<file path="config.mk">
export PLATFORM = sky130hd
export DESIGN_NAME = fir_xifu_sboard
export DESIGN_NICKNAME = d
export VERILOG_FILES = /design/src/rtl/fir_xifu_pkg.sv /design/src/rtl/fir_xifu_sboard_entry.sv /design/src/rtl/fir_xifu_sboard.sv
export SDC_FILE = /design/constraint.sdc
export NUM_CORES = 1
export LEC_CHECK = 0
export BUFFER_PORTS_ARGS = -buffer_cell sky130_fd_sc_hd__buf_2
export CORE_MARGIN = 5
export CORE_UTILIZATION = 25
export DETAILED_ROUTE_END_ITERATION = 16
export HOLD_SLACK_MARGIN = 0.1
export PLACE_DENSITY_LB_ADDON = 0.1
export SLEW_MARGIN = 10
export SYNTH_ARGS = -nofsm -noshare
export SYNTH_HDL_FRONTEND = slang
export SYNTH_HIERARCHICAL = 1
export SYNTH_SLANG_ARGS = --single-unit
</file>
<file path="constraint.sdc">
create_clock -name clk_i -period 4.4 [get_ports clk_i]
set_clock_uncertainty 0.2 [all_clocks]
set_input_delay 0.88 -clock clk_i [delete_from_list [all_inputs] [get_ports clk_i]]
set_output_delay 0.88 -clock clk_i [all_outputs]
set_load 0.05 [all_outputs]
</file>
<file path="src/rtl/fir_xifu_pkg.sv">
// Purpose: shared types and helpers for the XIF instruction-ID scoreboard.
// Latency: n/a (types and constant functions only).
// Backpressure: n/a.
package fir_xifu_pkg;

    // Lifecycle of one tracked XIF instruction ID.
    typedef enum logic [1:0] {
        ST_FREE      = 2'd0,
        ST_ISSUED    = 2'd1,
        ST_COMMITTED = 2'd2,
        ST_KILLED    = 2'd3
    } id_state_e;

    // Registered per-ID flags. The top fans these out into its flag vectors.
    typedef struct packed {
        logic issued;
        logic committed;
        logic killed;
    } id_flags_t;

    // Per-ID protocol violations seen in the current cycle.
    typedef struct packed {
        logic issue_busy;   // issue to a non-FREE ID
        logic commit_free;  // commit to a FREE ID with no accepted same-cycle issue
        logic commit_dup;   // repeated commit, reported only when dedup is disabled
        logic clear_early;  // clear to a FREE or ISSUED ID
    } id_err_t;

    localparam int unsigned NUM_ID_DEF = 16;

    // ID field width for a given number of tracked IDs.
    function automatic int unsigned calc_id_w(input int unsigned num_id);
        return (num_id > 1) ? $clog2(num_id) : 1;
    endfunction

endpackage

</file>
<file path="src/rtl/fir_xifu_sboard_entry.sv">
// Purpose: lifecycle FSM for one instruction ID (FREE/ISSUED/COMMITTED/KILLED).
// Latency: flags 1 cycle after the event; ex_commit_o and busy_d_o same cycle.
// Backpressure: none; the caller qualifies issue_i with its ready.
// Ports: clk_i/rst_ni; issue_i, commit_i, kill_i, clear_i already decoded for
//        this ID; flags_o registered flags; ex_commit_o and busy_d_o are
//        next-state views; err_o reports violations this cycle.
module fir_xifu_sboard_entry
    import fir_xifu_pkg::*;
#(
    parameter bit DEDUP = 1'b1
) (
    input  logic      clk_i,
    input  logic      rst_ni,
    input  logic      issue_i,
    input  logic      commit_i,
    input  logic      kill_i,
    input  logic      clear_i,
    output id_flags_t flags_o,
    output logic      ex_commit_o,
    output logic      busy_d_o,
    output id_err_t   err_o
);

    id_state_e state_q, state_d;
    logic      retired_q;

    assign retired_q = (state_q == ST_COMMITTED) || (state_q == ST_KILLED);

    // State register.
    always_ff @(posedge clk_i or negedge rst_ni) begin
        if (!rst_ni) begin
            state_q <= ST_FREE;
        end else begin
            state_q <= state_d;
        end
    end

    // Next state. A valid clear wins over anything else aimed at this ID.
    // An invalid clear is only an error, so issue/commit still take effect.
    always_comb begin
        state_d = state_q;
        if (clear_i && retired_q) begin
            state_d = ST_FREE;
        end else begin
            case (state_q)
                ST_FREE: begin
                    // Issue and commit in the same cycle skip ISSUED.
                    if (issue_i) begin
                        if (commit_i) begin
                            state_d = kill_i ? ST_KILLED : ST_COMMITTED;
                        end else begin
                            state_d = ST_ISSUED;
                        end
                    end
                end
                ST_ISSUED: begin
                    if (commit_i) begin
                        state_d = kill_i ? ST_KILLED : ST_COMMITTED;
                    end
                end
                default: ;
            endcase
        end
    end

    // Outputs.
    always_comb begin
        flags_o.issued    = (state_q != ST_FREE);
        flags_o.committed = (state_q == ST_COMMITTED);
        flags_o.killed    = (state_q == ST_KILLED);
        ex_commit_o       = (state_d == ST_COMMITTED);
        busy_d_o          = (state_d != ST_FREE);

        err_o.issue_busy  = issue_i && (state_q != ST_FREE);
        err_o.commit_free = commit_i && !issue_i && (state_q == ST_FREE);
        err_o.commit_dup  = commit_i && retired_q && !DEDUP;
        err_o.clear_early = clear_i && !retired_q;
    end

endmodule

</file>
<file path="src/rtl/fir_xifu_sboard.sv">
// Purpose: scoreboard tracking the issue/commit/retire lifecycle of XIF IDs.
// Latency: state flags and outst_o 1 cycle after the event; ex_commit_o 0 cycles.
// Backpressure: issue_ready_o drops when MAX_OUTST IDs are non-free; an issue
//               offered while it is low is dropped without error.
// Ports: issue_valid_i/issue_id_i/issue_ready_o accepted issues;
//        commit_valid_i/commit_id_i/commit_kill_i commits; clear_i per-ID retire;
//        issued_o/committed_o/killed_o registered flags; ex_commit_o
//        next-state committed view; outst_o non-free count; err_o sticky error.
module fir_xifu_sboard
    import fir_xifu_pkg::*;
#(
    parameter  int unsigned NUM_ID    = NUM_ID_DEF,
    parameter  int unsigned MAX_OUTST = NUM_ID,
    parameter  bit          DEDUP     = 1'b1,
    localparam int unsigned ID_W      = calc_id_w(NUM_ID)
) (
    input  logic              clk_i,
    input  logic              rst_ni,
    input  logic              issue_valid_i,
    input  logic [ID_W-1:0]   issue_id_i,
    output logic              issue_ready_o,
    input  logic              commit_valid_i,
    input  logic [ID_W-1:0]   commit_id_i,
    input  logic              commit_kill_i,
    input  logic [NUM_ID-1:0] clear_i,
    output logic [NUM_ID-1:0] issued_o,
    output logic [NUM_ID-1:0] committed_o,
    output logic [NUM_ID-1:0] killed_o,
    output logic [NUM_ID-1:0] ex_commit_o,
    output logic [ID_W:0]     outst_o,
    output logic              err_o
);

    localparam logic [ID_W:0] MAX_OUTST_C = (ID_W + 1)'(MAX_OUTST);

    logic [ID_W:0]     outst_q, outst_d;
    logic              err_q;
    logic              issue_acc;
    logic [NUM_ID-1:0] busy_d;
    logic [NUM_ID-1:0] err_any;
    id_flags_t         flags [NUM_ID];
    id_err_t           errs  [NUM_ID];

    // Ready comes only from the registered count, so an issue cannot
    // combinationally gate itself.
    assign issue_ready_o = (outst_q < MAX_OUTST_C);
    assign issue_acc     = issue_valid_i && issue_ready_o;

    for (genvar i = 0; i < NUM_ID; i++) begin : g_entry
        localparam logic [ID_W-1:0] MY_ID = ID_W'(i);

        fir_xifu_sboard_entry #(
            .DEDUP (DEDUP)
        ) u_entry (
            .clk_i       (clk_i),
            .rst_ni      (rst_ni),
            .issue_i     (issue_acc && (issue_id_i == MY_ID)),
            .commit_i    (commit_valid_i && (commit_id_i == MY_ID)),
            .kill_i      (commit_kill_i),
            .clear_i     (clear_i[i]),
            .flags_o     (flags[i]),
            .ex_commit_o (ex_commit_o[i]),
            .busy_d_o    (busy_d[i]),
            .err_o       (errs[i])
        );

        assign issued_o[i]    = flags[i].issued;
        assign committed_o[i] = flags[i].committed;
        assign killed_o[i]    = flags[i].killed;
        assign err_any[i]     = |errs[i];
    end

    // Recount from next state every cycle. This handles several clears plus
    // an issue in one cycle without tracking increments/decrements.
    always_comb begin
        outst_d = '0;
        for (int unsigned k = 0; k < NUM_ID; k++) begin
            outst_d = outst_d + {{ID_W{1'b0}}, busy_d[k]};
        end
    end

    always_ff @(posedge clk_i or negedge rst_ni) begin
        if (!rst_ni) begin
            outst_q <= '0;
            err_q   <= 1'b0;
        end else begin
            outst_q <= outst_d;
            err_q   <= err_q || (|err_any);
        end
    end

    assign outst_o = outst_q;
    assign err_o   = err_q;

endmodule

</file>
# Yosys cells after proc, flatten, opt, wreduce, memory -nomap -nowiden
# Index checks and enable logic that the tools add are counted.
# Widths: inputs -> output; s select.
# totals
regBits,38
output_inout_bits,71
# op_classes
add_sub_neg,15
n_lt_le_gt_ge,1
eq_ne,94
muxes,81
n_reduce_logical,213
# op_table
operator,count
$mux 2,64
$logic_and 1x1->1,113
$eq 2x2->1 const B,48
$eq 4x4->1 const B,16
$pmux 2 s2,16
$reduce_bool 2->1,32
$add 5x1->5,11
$reduce_or 48->1,1
$eq 2x1->1 const B,16
$eq 4x3->1 const B,8
$logic_not 1->1,32
$logic_not 2->1,16
$logic_or 1x1->1,17
$eq 4x2->1 const B,4
$eq 4x1->1 const B,2
$logic_not 4->1,2
$add 4x1->5,1
$lt 5x5->1 const B,1
$add 3x1->4,1
$add 2x1->3,1
$add 1x1->2,1
$mux 1,1

# Longest topological paths before layout
# Gate-level depths: netlist of run 1.
# depth
ltp_word,22
ltp_mapped,18
mapped_depth_nobuf,18

# Hierarchy
# Netlist of run 1, hierarchy kept.
# by_module_without_submodules
module,n_inst,cells_per_inst,area_per_inst_um2,seq_area_each_um2
fir_xifu_sboard_entry,16,22,158.9,50.0
fir_xifu_sboard,1,125,922.1,150.1

# Worst setup path before layout of run 1
# No wires, ideal clock.
# synth_path
path_type,input port to flip-flop
from,input port issue_valid_i
to,register outst_q[4] (netlist: outst_o[4])
arrival_ps,4642
required_time_ps,4136
slack_ps,-506
path_stages,16
n_path_buf,0
cell_sequence,nand2b_1 or3_1 nor3_1 nor3_1 a21oi_1 inv_1 fa_1 fa_1 fa_1 fa_1 inv_1 ha_1 inv_1 fa_1 nor2b_1 o21a_1
# synth_via
elab_chain_len,21
elab_cells_between_ends,96
cone_classes,15 x add/sub; 48 x mux; 33 x reduce/logical
# synth_lines
element,line,source
from (decl),fir_xifu_sboard.sv:19,"input logic issue_valid_i,"
$logic_and 1x1->1,fir_xifu_sboard.sv:47,assign issue_acc = issue_valid_i && issue_ready_o;
$logic_and 1x1->1,fir_xifu_sboard.sv:57,".issue_i (issue_acc && (issue_id_i == MY_ID)),"
$mux 2,fir_xifu_sboard_entry.sv:48,if (issue_i) begin
$pmux 2 s2,fir_xifu_sboard_entry.sv:45,case (state_q)
$mux 2,fir_xifu_sboard_entry.sv:42,if (clear_i && retired_q) begin
$reduce_bool 2->1,fir_xifu_sboard_entry.sv:72,busy_d_o = (state_d != ST_FREE);
via busy_d[0],fir_xifu_sboard.sv:39,logic [NUM_ID-1:0] busy_d;
$add 1x1->2,fir_xifu_sboard.sv:78,"outst_d = outst_d + {{ID_W{1'b0}}, busy_d[k]};"
$add 2x1->3,fir_xifu_sboard.sv:78,
$add 3x1->4,fir_xifu_sboard.sv:78,
$add 4x1->5,fir_xifu_sboard.sv:78,
$add 5x1->5 (11 in a row),fir_xifu_sboard.sv:78,
via outst_d[4],fir_xifu_sboard.sv:36,"logic [ID_W:0] outst_q, outst_d;"
to (signal assigned),fir_xifu_sboard.sv:87,outst_q <= outst_d;
to (decl),fir_xifu_sboard.sv:36,
# The timed path passes the listed nets, and every way through them passes these cells.

# Worst setup path in the final report of run 1
# layout_path
from,input port issue_id_i[2]
to,register outst_q[4] (netlist: outst_o[4])
# layout_via
elab_cells_between_ends,111
cone_classes,15 x add/sub; 15 x eq/ne; 48 x mux; 33 x reduce/logical
# layout_rtl
element,line,source
from (decl),fir_xifu_sboard.sv:20,"input logic [ID_W-1:0] issue_id_i,"
$eq 4x2->1,fir_xifu_sboard.sv:57,
$logic_and 1x1->1,fir_xifu_sboard.sv:57,
$mux 2,fir_xifu_sboard_entry.sv:48,
$pmux 2 s2,fir_xifu_sboard_entry.sv:45,
$mux 2,fir_xifu_sboard_entry.sv:42,
$reduce_bool 2->1,fir_xifu_sboard_entry.sv:72,
via busy_d[3],fir_xifu_sboard.sv:39,
$add 3x1->4,fir_xifu_sboard.sv:78,
$add 4x1->5,fir_xifu_sboard.sv:78,
$add 5x1->5 (11 in a row),fir_xifu_sboard.sv:78,
via outst_d[4],fir_xifu_sboard.sv:36,
# The timed path passes the listed nets, and every way through them passes these cells.

==> metrics, run 1 <==
run status=finished with violations; violated checks=negative setup slack; cell depth of the worst flop-to-flop path=17; final instance area=4520 µm²; Port Buf Inserts=99; Max Freq=217 MHz; Endpoint, Worst Hold=g_entry[15].u_entry/state_q[1]; CP delay by family, top=adder cells; clk_lat worst skew=0.30 ns; total die area=16300 µm²; cts bufs inserted=5; Clock Path Buffers=2; most frequent cells in the layout=buf_2, nor2_1, inv_1; fraction of layout cells with a size suffix above 1=30.3%; most common cell after layout, fill and taps aside=buf_2; initial antenna violation count=0; Iter 0 DRT Violations=230; first-pass iteration count of the detailed router=4; slowest CP cell=fa_1; GRT overflow=0; sequential-to-total area share from yosys stat=27.4%; crit-path max FO=4; crit path kind=in2reg; Hold Path Class=reg2reg; relative slew slack=35.3%; first-pass GRT wire length=18600 µm; Initial Utilization=25.3%; die width=128 µm; max-cap violations=0; routed wire length=11700 µm; Core ar.=13700 µm²; P_leak=2.15 nW; vias in the first global route=3453; dpl cells=770; postcts setup bufs=0; CTS tree=yes; WP buf/inv=4; Final Setup Violations=4; RR Startpoint=outst_o[4]; max-slew violations=0; I/O Pins=100; pre-CTS setup slack=-0.611 ns; Worst Max-Slew Pin Slew=0.971 ns; Setup WS post-layout=-0.205 ns; Critical Path Start Type=primary input; DP HPWL=9750 µm; Post-Syn Nets=521; htree depth=2; via count=3519; crit path capture type=register; Crit path largest cell delay=0.57 ns; Clock Pin Slew Worst Setup and Hold Paths=0.06 ns; DP Area=4350 µm²; Clock Tree Root=clkbuf_16; Layout area overhead=30.4%; reg2reg end=outst_o[4]; final std cells w/o fill=777; Cell variety after synth=29; crit path DAT=4.63 ns; number of remaining DRC errors=0; clk sinks=38; Critical Path Most Common Cell=fa_1; WHS Path Cells=1; reg2reg setup slack=-0.03 ns; Tmin final=4.61 ns; Worst IR Drop VDD=0.509 mV; hold_sp=g_entry[15].u_entry/state_q[1]; Synth Instances=477; antenna-violating nets left=0; multi-input logic area=2180 µm²; # fillers=1523; Mapped Area=3460 µm²; routed len/inst=15.1 µm; unrepaired setup endpoints after global routing=yes; Tot Pwr=0.00401 W; Final GP Congestion=0.775; Final Hold Viols=0; # rows=43; register area=951 µm²; largest net degree at the start of global routing=39; worst-path cell chain=buf_8 > or3_4 > nor2_4 > nor3_2 > a21oi_1 > inv_1 > fa_1 > fa_1 > fa_1 > fa_1 > inv_1 > ha_2 > inv_2 > fa_2 > nor2b_2 > o21a_1; post-route clock period utilization=105%; # diodes=0; Final nets=641; Chip Height=128 µm; Avg Synthesized Cell Area=7.26 µm²; P per Cell Area=888 nW/µm²; Crit path required time=4.43 ns; total track usage=14.8%; Yosys reg bits=38; Syn. warnings=6; Vias/cell=4.53
==> cells in the mapped netlist <==
cell	n	area (µm²)
a21o_1	1	7.51
a21oi_1	17	85.1
and2_1	16	100
buf_4	16	120
conb_1	16	60.1
dfrtp_1	38	951
fa_1	10	200
ha_1	5	62.6
inv_1	59	221
inv_2	16	60.1
nand2_1	4	15.0
nand2_2	16	100
nand2b_1	37	231
nand3_1	1	5.00
nand3b_1	2	15.0
nand4_1	5	31.3
nor2_1	74	278
nor2b_1	17	106
nor3_1	41	205
nor4_1	16	100
o211ai_1	16	120
o21a_1	1	7.51
o21ai_1	16	80.1
o31ai_1	16	120
o32ai_1	16	140
or3_1	1	6.26
or3b_1	1	8.76
or3b_2	1	8.76
xnor2_1	2	17.5
==> logic make-up after synthesis <==
kind of cell / after synthesis / synth area share, %
and+or+nand+nor: 232 / 35.0
buffers and inverters: 91 / 11.6
AOI/OAI and AO/OA: 83 / 16.2
DFF: 38 / 27.4
other: 16 / 1.73
adders and majority gates: 15 / 7.58
xor gates and xnor gates: 2 / 0.506
==> flip-flops by register name (all words and copies together), names as in the netlist <==
| name | cells |
|---|---|
| g_entry.u_entry/state_q | 32 |
| outst_o | 5 |
| err_o | 1 |
==> per-stage QoR <==
stage	hold slack, ns	TNS, ns	utilization (%)
after floorplan	0.350	-1.12	-
after global routing	0.429	-1.30	32.9
after CTS	0.400	-0.863	32.8
after global placement	0.387	-2.26	31.7
after detailed placement	0.391	-2.44	31.7
final	0.402	-0.685	32.9
==> worst max-delay path by stage <==
stage,startpoint,endpoint,slack (ns),depth (start not counted)
5_1_grt,issue_id_i[2],outst_o[4],-0.37,16
4_1_cts,issue_id_i[3],outst_o[4],-0.27,16
2_1_floorplan,issue_valid_i,outst_o[1],-0.32,15
3_5_place_dp,issue_valid_i,outst_o[4],-0.61,17
6_report,issue_id_i[2],outst_o[4],-0.21,16
3_3_place_gp,issue_valid_i,outst_o[1],-0.57,16
==> area by class of cell <==
type                    count  area share, %
multi-input cells         348           48.3
clock buffers               7           2.94
well taps                 180           4.99
repair buffers            129           16.5
flip-flops and latches     38           21.1
inverters                  75           6.23
==> repair_timing <==
action	4_1_cts	5_1_grt
hold buffers	0	0
gates resized for setup	8	3
endpoints found under the setup margin	4	4
pin swaps	12	10
cloned	0	0
==> layer usage <==
metal  vias up  track usage (%)  part of all wire [%]  wire (µm)
met5         -                0                     0          0
met4         0             3.12                   1.1        126
met3         7             4.13                   5.5        639
met2        88             22.8                    44       5160
met1      1616             20.7                    49       5790
li1       1808                -                     -          -
==> power by group <==
part	switching (W)	leakage, nW	total, W	internal, W
registers	0.000139	0.483	0.000638	0.000499
clock network	0.000153	0.0640	0.000361	0.000208
logic	0.00169	1.60	0.00301	0.00133
total	0.00198	2.15	0.00401	0.00203
==> worst reg2reg max path, delay by kind of cell (launching register included) <==
| family | cells | cell delay (ns) |
|---|---|---|
| AO/OA/AOI/OAI | 2 | 0.24 |
| adder cells (fa/ha/maj) | 6 | 2.51 |
| buffers and inverters | 5 | 0.45 |
| AND/OR/NAND/NOR | 4 | 0.57 |
| flip-flops | 1 | 0.40 |
(Power assumes the default switching activity.)
==> run 2, diff against run 1 <==
- clock period: 4.4 -> 4.3 ns (I/O delays scaled with it)
==> metrics, run 2 (same netlist as run 1, synthesis figures left out) <==
run status=finished with violations; violated checks=negative setup slack; GRT overflow=0; Critical Path Most Common Cell=fa_1; Port Buf Inserts=99; post-route clock period utilization=106%; Final nets=642; crit-path max FO=3; cell depth of the worst flop-to-flop path=16; Layout area overhead=31.2%; final instance area=4550 µm²; final cell utilization of the core=33.1%; P per Cell Area=901 nW/µm²; vias in the first global route=3510; Initial Utilization=25.3%; Crit path largest cell delay=0.53 ns; largest net degree at the start of global routing=39; DP Area=4350 µm²; fraction of layout cells with a size suffix above 1=30.6%; sequential cell fraction of total power=16.0%; die width=128 µm; Sw Pwr=0.00199 W; Clock Pin Slew Worst Setup and Hold Paths=0.06 ns; Vias/cell=4.49; P_int=0.00211 W; CP delay by family, top=adder cells; DP HPWL=9770 µm; Clock Path Buffers=2; Crit path required time=4.29 ns; crit path launch=issue_valid_i; proportion of power drawn by the clock network=10.5%; routed len/inst=14.9 µm; slowest CP cell=fa_1; RR Startpoint=outst_o[4]; crit path DAT=4.54 ns; max reg flops=32; worst-path cell chain=buf_8 > nand2b_4 > or3b_4 > nor2_4 > nor3_1 > a21oi_1 > inv_1 > fa_1 > fa_1 > fa_1 > fa_1 > inv_1 > ha_2 > inv_2 > fa_2 > inv_1; max-slew violations=0; total track usage=14.6%; I/O Pins=100; htree depth=2; first-pass GRT wire length=18700 µm; crit path kind=in2reg; Worst IR Drop VDD=0.515 mV; most common cell after layout, fill and taps aside=buf_2; Worst Max-Slew Pin Slew=0.949 ns; Final Hold Viols=0; Hold Path Class=reg2reg; antenna-violating nets left=0; total die area=16300 µm²; relative slew slack=36.8%; max-cap violations=0; number of remaining DRC errors=0; Crit. path cell count=16; CTS tree=yes; Chip Height=128 µm; pre-CTS setup slack=-0.685 ns; reg2reg end=outst_o[1]; P_leak=2.16 nW; Critical Path Start Type=primary input; unrepaired setup endpoints after global routing=yes; clk_lat worst skew=0.29 ns; routed wire length=11700 µm; setup TNS=-0.858 ns; reg2reg setup slack=-0.11 ns; clk sinks=38; Core ar.=13700 µm²; Setup WS post-layout=-0.250 ns; first-pass iteration count of the detailed router=4; WP buf/inv=5; Hold Slack=0.403 ns; Final GP Congestion=0.792; worst setup path end=outst_o[1]; Final Setup Violations=4; # rows=43; # hold bufs at CTS=0; via count=3503; Sw Share=48.6%; cts bufs inserted=5; Max Freq=220 MHz; crit path capture type=register; Most flops, register=g_entry.u_entry/state_q; Tmin final=4.55 ns; initial antenna violation count=0; Comb pwr share=73.5%; most frequent cells in the layout=buf_2, nor2_1, inv_1; Clock Tree Root=clkbuf_16; Iter 0 DRT Violations=190
==> run 2: timing repair <==
action	in CTS	in global routing
setup buffers	1	0
resized for setup	7	1
pin swaps	7	1
setup endpoints to repair	4	4
cloned	0	0
==> run 2: through the flow <==
| step | total power (W) | cells |
|---|---|---|
| 2_1_floorplan | 0.00293 | 477 |
| 3_3_place_gp | 0.00375 | 770 |
| 3_5_place_dp | 0.00374 | 770 |
| 4_1_cts | 0.00421 | 779 |
| 5_1_grt | 0.00462 | 779 |
| 6_report | 0.00410 | 780 |
==> run 2: area by class of cell <==
cell class	count	area [µm²]
Clock inverter	1	30.0
Antenna cell	1	2.50
Tap cell	180	225
Fill cell	1489	9170
Multi-Input combinational cell	348	2180
Timing Repair Buffer	130	744
Sequential cell	38	951
Inverter	75	282
Clock buffer	7	133
==> run 2: worst register-to-register path, stage by stage (launching register included) <==
cell	delay (ns)
dfrtp_1	0.40
buf_4	0.15
inv_1	0.11
nand4_1	0.16
nor2_1	0.20
nor3_1	0.07
a21oi_1	0.14
inv_1	0.09
fa_1	0.57
fa_1	0.44
fa_1	0.54
fa_1	0.42
inv_1	0.07
ha_2	0.18
inv_2	0.04
fa_2	0.50
inv_1	0.03
==> run 2: how the worst min path moves through the flow <==
stage | from | cells after the start | endpoint | slack, ns
after floorplan | g_entry[11].u_entry/state_q[1] | 1 | g_entry[11].u_entry/state_q[1] | 0.35
after global placement | g_entry[6].u_entry/state_q[1] | 1 | g_entry[6].u_entry/state_q[1] | 0.39
after detailed placement | g_entry[14].u_entry/state_q[1] | 1 | g_entry[14].u_entry/state_q[1] | 0.39
after CTS | g_entry[14].u_entry/state_q[1] | 1 | g_entry[14].u_entry/state_q[1] | 0.40
after global routing | g_entry[14].u_entry/state_q[1] | 1 | g_entry[14].u_entry/state_q[1] | 0.43
final | g_entry[14].u_entry/state_q[1] | 1 | g_entry[14].u_entry/state_q[1] | 0.40
==> run 2: metal layers <==
layer	track usage [%]	routed length (µm)
met4	3.00	104
met2	23.0	5180
met3	3.29	507
met1	20.6	5860
met5	0	0
==> run 2: power by group through the flow <==
| stage | Clock (W) | Sequential [W] | Combinational [W] |
|---|---|---|---|
| after floorplan | 0 | 0.000691 | 0.00224 |
| after global placement | 0 | 0.000657 | 0.00310 |
| after detailed placement | 0 | 0.000656 | 0.00309 |
| after CTS | 0.000447 | 0.000651 | 0.00311 |
| after global routing | 0.000460 | 0.000677 | 0.00349 |
| final | 0.000431 | 0.000655 | 0.00301 |
==> run 3, diff against run 2 <==
- ABC_AREA: default -> 1
==> metrics, run 3 <==
Avg Synthesized Cell Area=6.38 µm²; fraction of layout cells with a size suffix above 1=53.6%; Synth top area share=22.8%; unrepaired setup endpoints after global routing=yes; max-cap violations=0; crit path DAT=4.60 ns; Final Setup Violations=4; Clock Path Buffers=2; Clock Pin Slew Worst Setup and Hold Paths=0.07 ns; setup TNS=-0.870 ns; # diodes=0; Setup WS post-layout=-0.299 ns; sequential-to-total area share from yosys stat=22.8%; Worst Max-Slew Pin Slew=0.979 ns; Chip Height=139 µm; Critical Path Most Common Cell=inv_2; Layout area overhead=56.6%; routed len/inst=12.7 µm; Max Freq=217 MHz; crit path kind=in2reg; Post-Syn Nets=697; Post-synth EDFFs=0; # hold bufs at CTS=0; # fillers=1784; Syn. warnings=6; ys async rst share=100%; Worst IR Drop VDD=0.671 mV; Vias/cell=3.95; post-route clock period utilization=107%; P_leak=3.69 nW; crit path capture type=register; DP HPWL=11400 µm; slowest CP cell=fa_1; Hold Path Class=reg2reg; first-pass iteration count of the detailed router=4; GRT overflow=0; Critical Path Start Type=primary input; Cell variety after synth=25; total track usage=14.9%; Main synth FF type=dfrtp_1; Yosys reg bits=38; worst-path cell chain=buf_8 > nand2_8 > inv_6 > nand3_4 > buf_6 > nor2_4 > inv_2 > nand2_2 > nand3_2 > o21ai_1 > inv_1 > fa_1 > fa_1 > fa_2 > fa_1 > inv_2 > ha_4 > inv_2 > fa_2 > inv_2; # rows=47; cts bufs inserted=5; crit-path max FO=2; routed wire length=14100 µm; Tmin final=4.60 ns; WP buf/inv=8; cell depth of the worst flop-to-flop path=20; most common cell after layout, fill and taps aside=buf_4; I/O Pins=100; most frequent cell after synthesis=nor2_1; run status=finished with violations; Crit path required time=4.30 ns; Port Buf Inserts=99; top cells by count, synth=nor2_1, inv_1, nand2_1; hold_sp=err_o; WHS Path Cells=6; CTS tree=yes; relative slew slack=34.8%; reg2reg end=outst_o[1]; P per Cell Area=699 nW/µm²; Clock Tree Root=clkbuf_16; Iter 0 DRT Violations=125; CP delay by family, top=adder cells; final cell utilization of the core=39.6%; max-slew violations=0; Final Hold Viols=0; reg2reg setup slack=-0.24 ns; clk_lat worst skew=0.30 ns; first-pass GRT wire length=23200 µm; Crit path largest cell delay=0.58 ns; Most flops, register=g_entry.u_entry/state_q; total die area=19300 µm²; Final nets=927; largest net degree at the start of global routing=39; Final GP Congestion=0.825; clk sinks=38; Yosys top cell by area=dfrtp_1; Synth area leaders=dfrtp_1, nor2_1, inv_1; die width=139 µm; initial antenna violation count=0; Mapped Area=4160 µm²; number of remaining DRC errors=0; most frequent cells in the layout=buf_4, nor2_1, inv_1; antenna-violating nets left=0; violated checks=negative setup slack; Core ar.=16500 µm²; RR Startpoint=outst_o[4]; htree depth=2; Initial Utilization=25.3%; vias in the first global route=4614; max reg flops=32; via count=4359; Endpoint, Worst Hold=err_o; Synth Instances=653
==> run 3: cell count changes in the layout (fill, tap and decap cells not counted), moves of 18 or more <==
cell      delta
nor2_4      +21
nand2_1     +73
nand3_2     +18
nand2b_1    -36
nor2_2      +66
buf_4      +103
inv_1       +60
nor3_1      -31
inv_2       +25
nor2_1      +54
==> run 3: worst max path at each step <==
stage,depth (start not counted),endpoint,start
after floorplan,17,outst_o[1],issue_id_i[1]
after global placement,18,outst_o[1],issue_valid_i
after detailed placement,18,outst_o[1],issue_valid_i
after CTS,18,outst_o[1],commit_id_i[2]
after global routing,18,outst_o[1],issue_valid_i
final,20,outst_o[1],issue_valid_i
==> run 3: cell type report <==
class / count / area, µm² / share of cell area (%)
multi-input combinational: 433 / 2810 / 43.1
timing repair buffer: 239 / 1670 / 25.5
sequential: 38 / 952 / 14.6
inverter: 166 / 647 / 9.92
tap: 220 / 275 / 4.22
clock buffer: 5 / 125 / 1.92
clock inverter: 3 / 45.0 / 0.691
==> run 3: metal layers <==
layer,up-vias,track usage (%),routed length (µm)
met5,-,0,0
met4,0,3.76,199
met2,74,25.5,6810
met1,1951,19.3,6550
met3,12,2.97,508
li1,2322,-,-
==> run 3: kinds of logic after synthesis <==
kind of cell | after synthesis | share of synthesized area (%)
AO/OA/AOI/OAI | 18 | 2.16
adder cells (fa/ha/maj) | 15 | 6.31
flip-flops | 38 | 22.8
AND/OR/NAND/NOR | 382 | 49.0
XOR/XNOR | 2 | 0.421
buffers and inverters | 182 | 17.8
other | 16 | 1.44
==> run 3: power breakdown <==
group | leakage [nW] | internal, W | switching, W
clock | 0.0760 | 0.000274 | 0.000178
combinational | 3.13 | 0.00153 | 0.00197
sequential | 0.486 | 0.000495 | 0.000105
==> run 3: worst reg2reg max path, stage by stage (launching register included) <==
cell	delay, ns
dfrtp_2	0.43
clkinvlp_4	0.14
nand2_8	0.08
inv_6	0.07
nand3_4	0.07
buf_6	0.13
nor2_4	0.14
inv_2	0.06
nand2_2	0.07
nand3_2	0.08
o21ai_1	0.14
inv_1	0.07
fa_1	0.58
fa_1	0.44
fa_2	0.55
fa_1	0.42
inv_2	0.08
ha_4	0.13
inv_2	0.04
fa_2	0.53
inv_2	0.03
==> run 3: timing repair <==
| action | 4_1_cts | 5_1_grt |
|---|---|---|
| pin swaps | 30 | 21 |
| setup endpoints to repair | 5 | 6 |
| gates cloned | 0 | 0 |
| endpoints found under the hold margin | 0 | 0 |
| gates resized for setup | 87 | 25 |
| setup buffers | 29 | 10 |
==> run 3: per-stage QoR <==
stage	area [µm²]	instances	setup WS (ns)	total power, W	hold WS (ns)
6_report	6520	1104	-0.299	0.00456	0.496
5_1_grt	6520	1104	-0.421	0.00496	0.546
3_5_place_dp	5700	1063	-0.848	0.00348	0.479
2_1_floorplan	4230	653	-0.262	0.00256	0.364
4_1_cts	6390	1100	-0.333	0.00405	0.509
3_3_place_gp	5700	1063	-0.837	0.00339	0.463
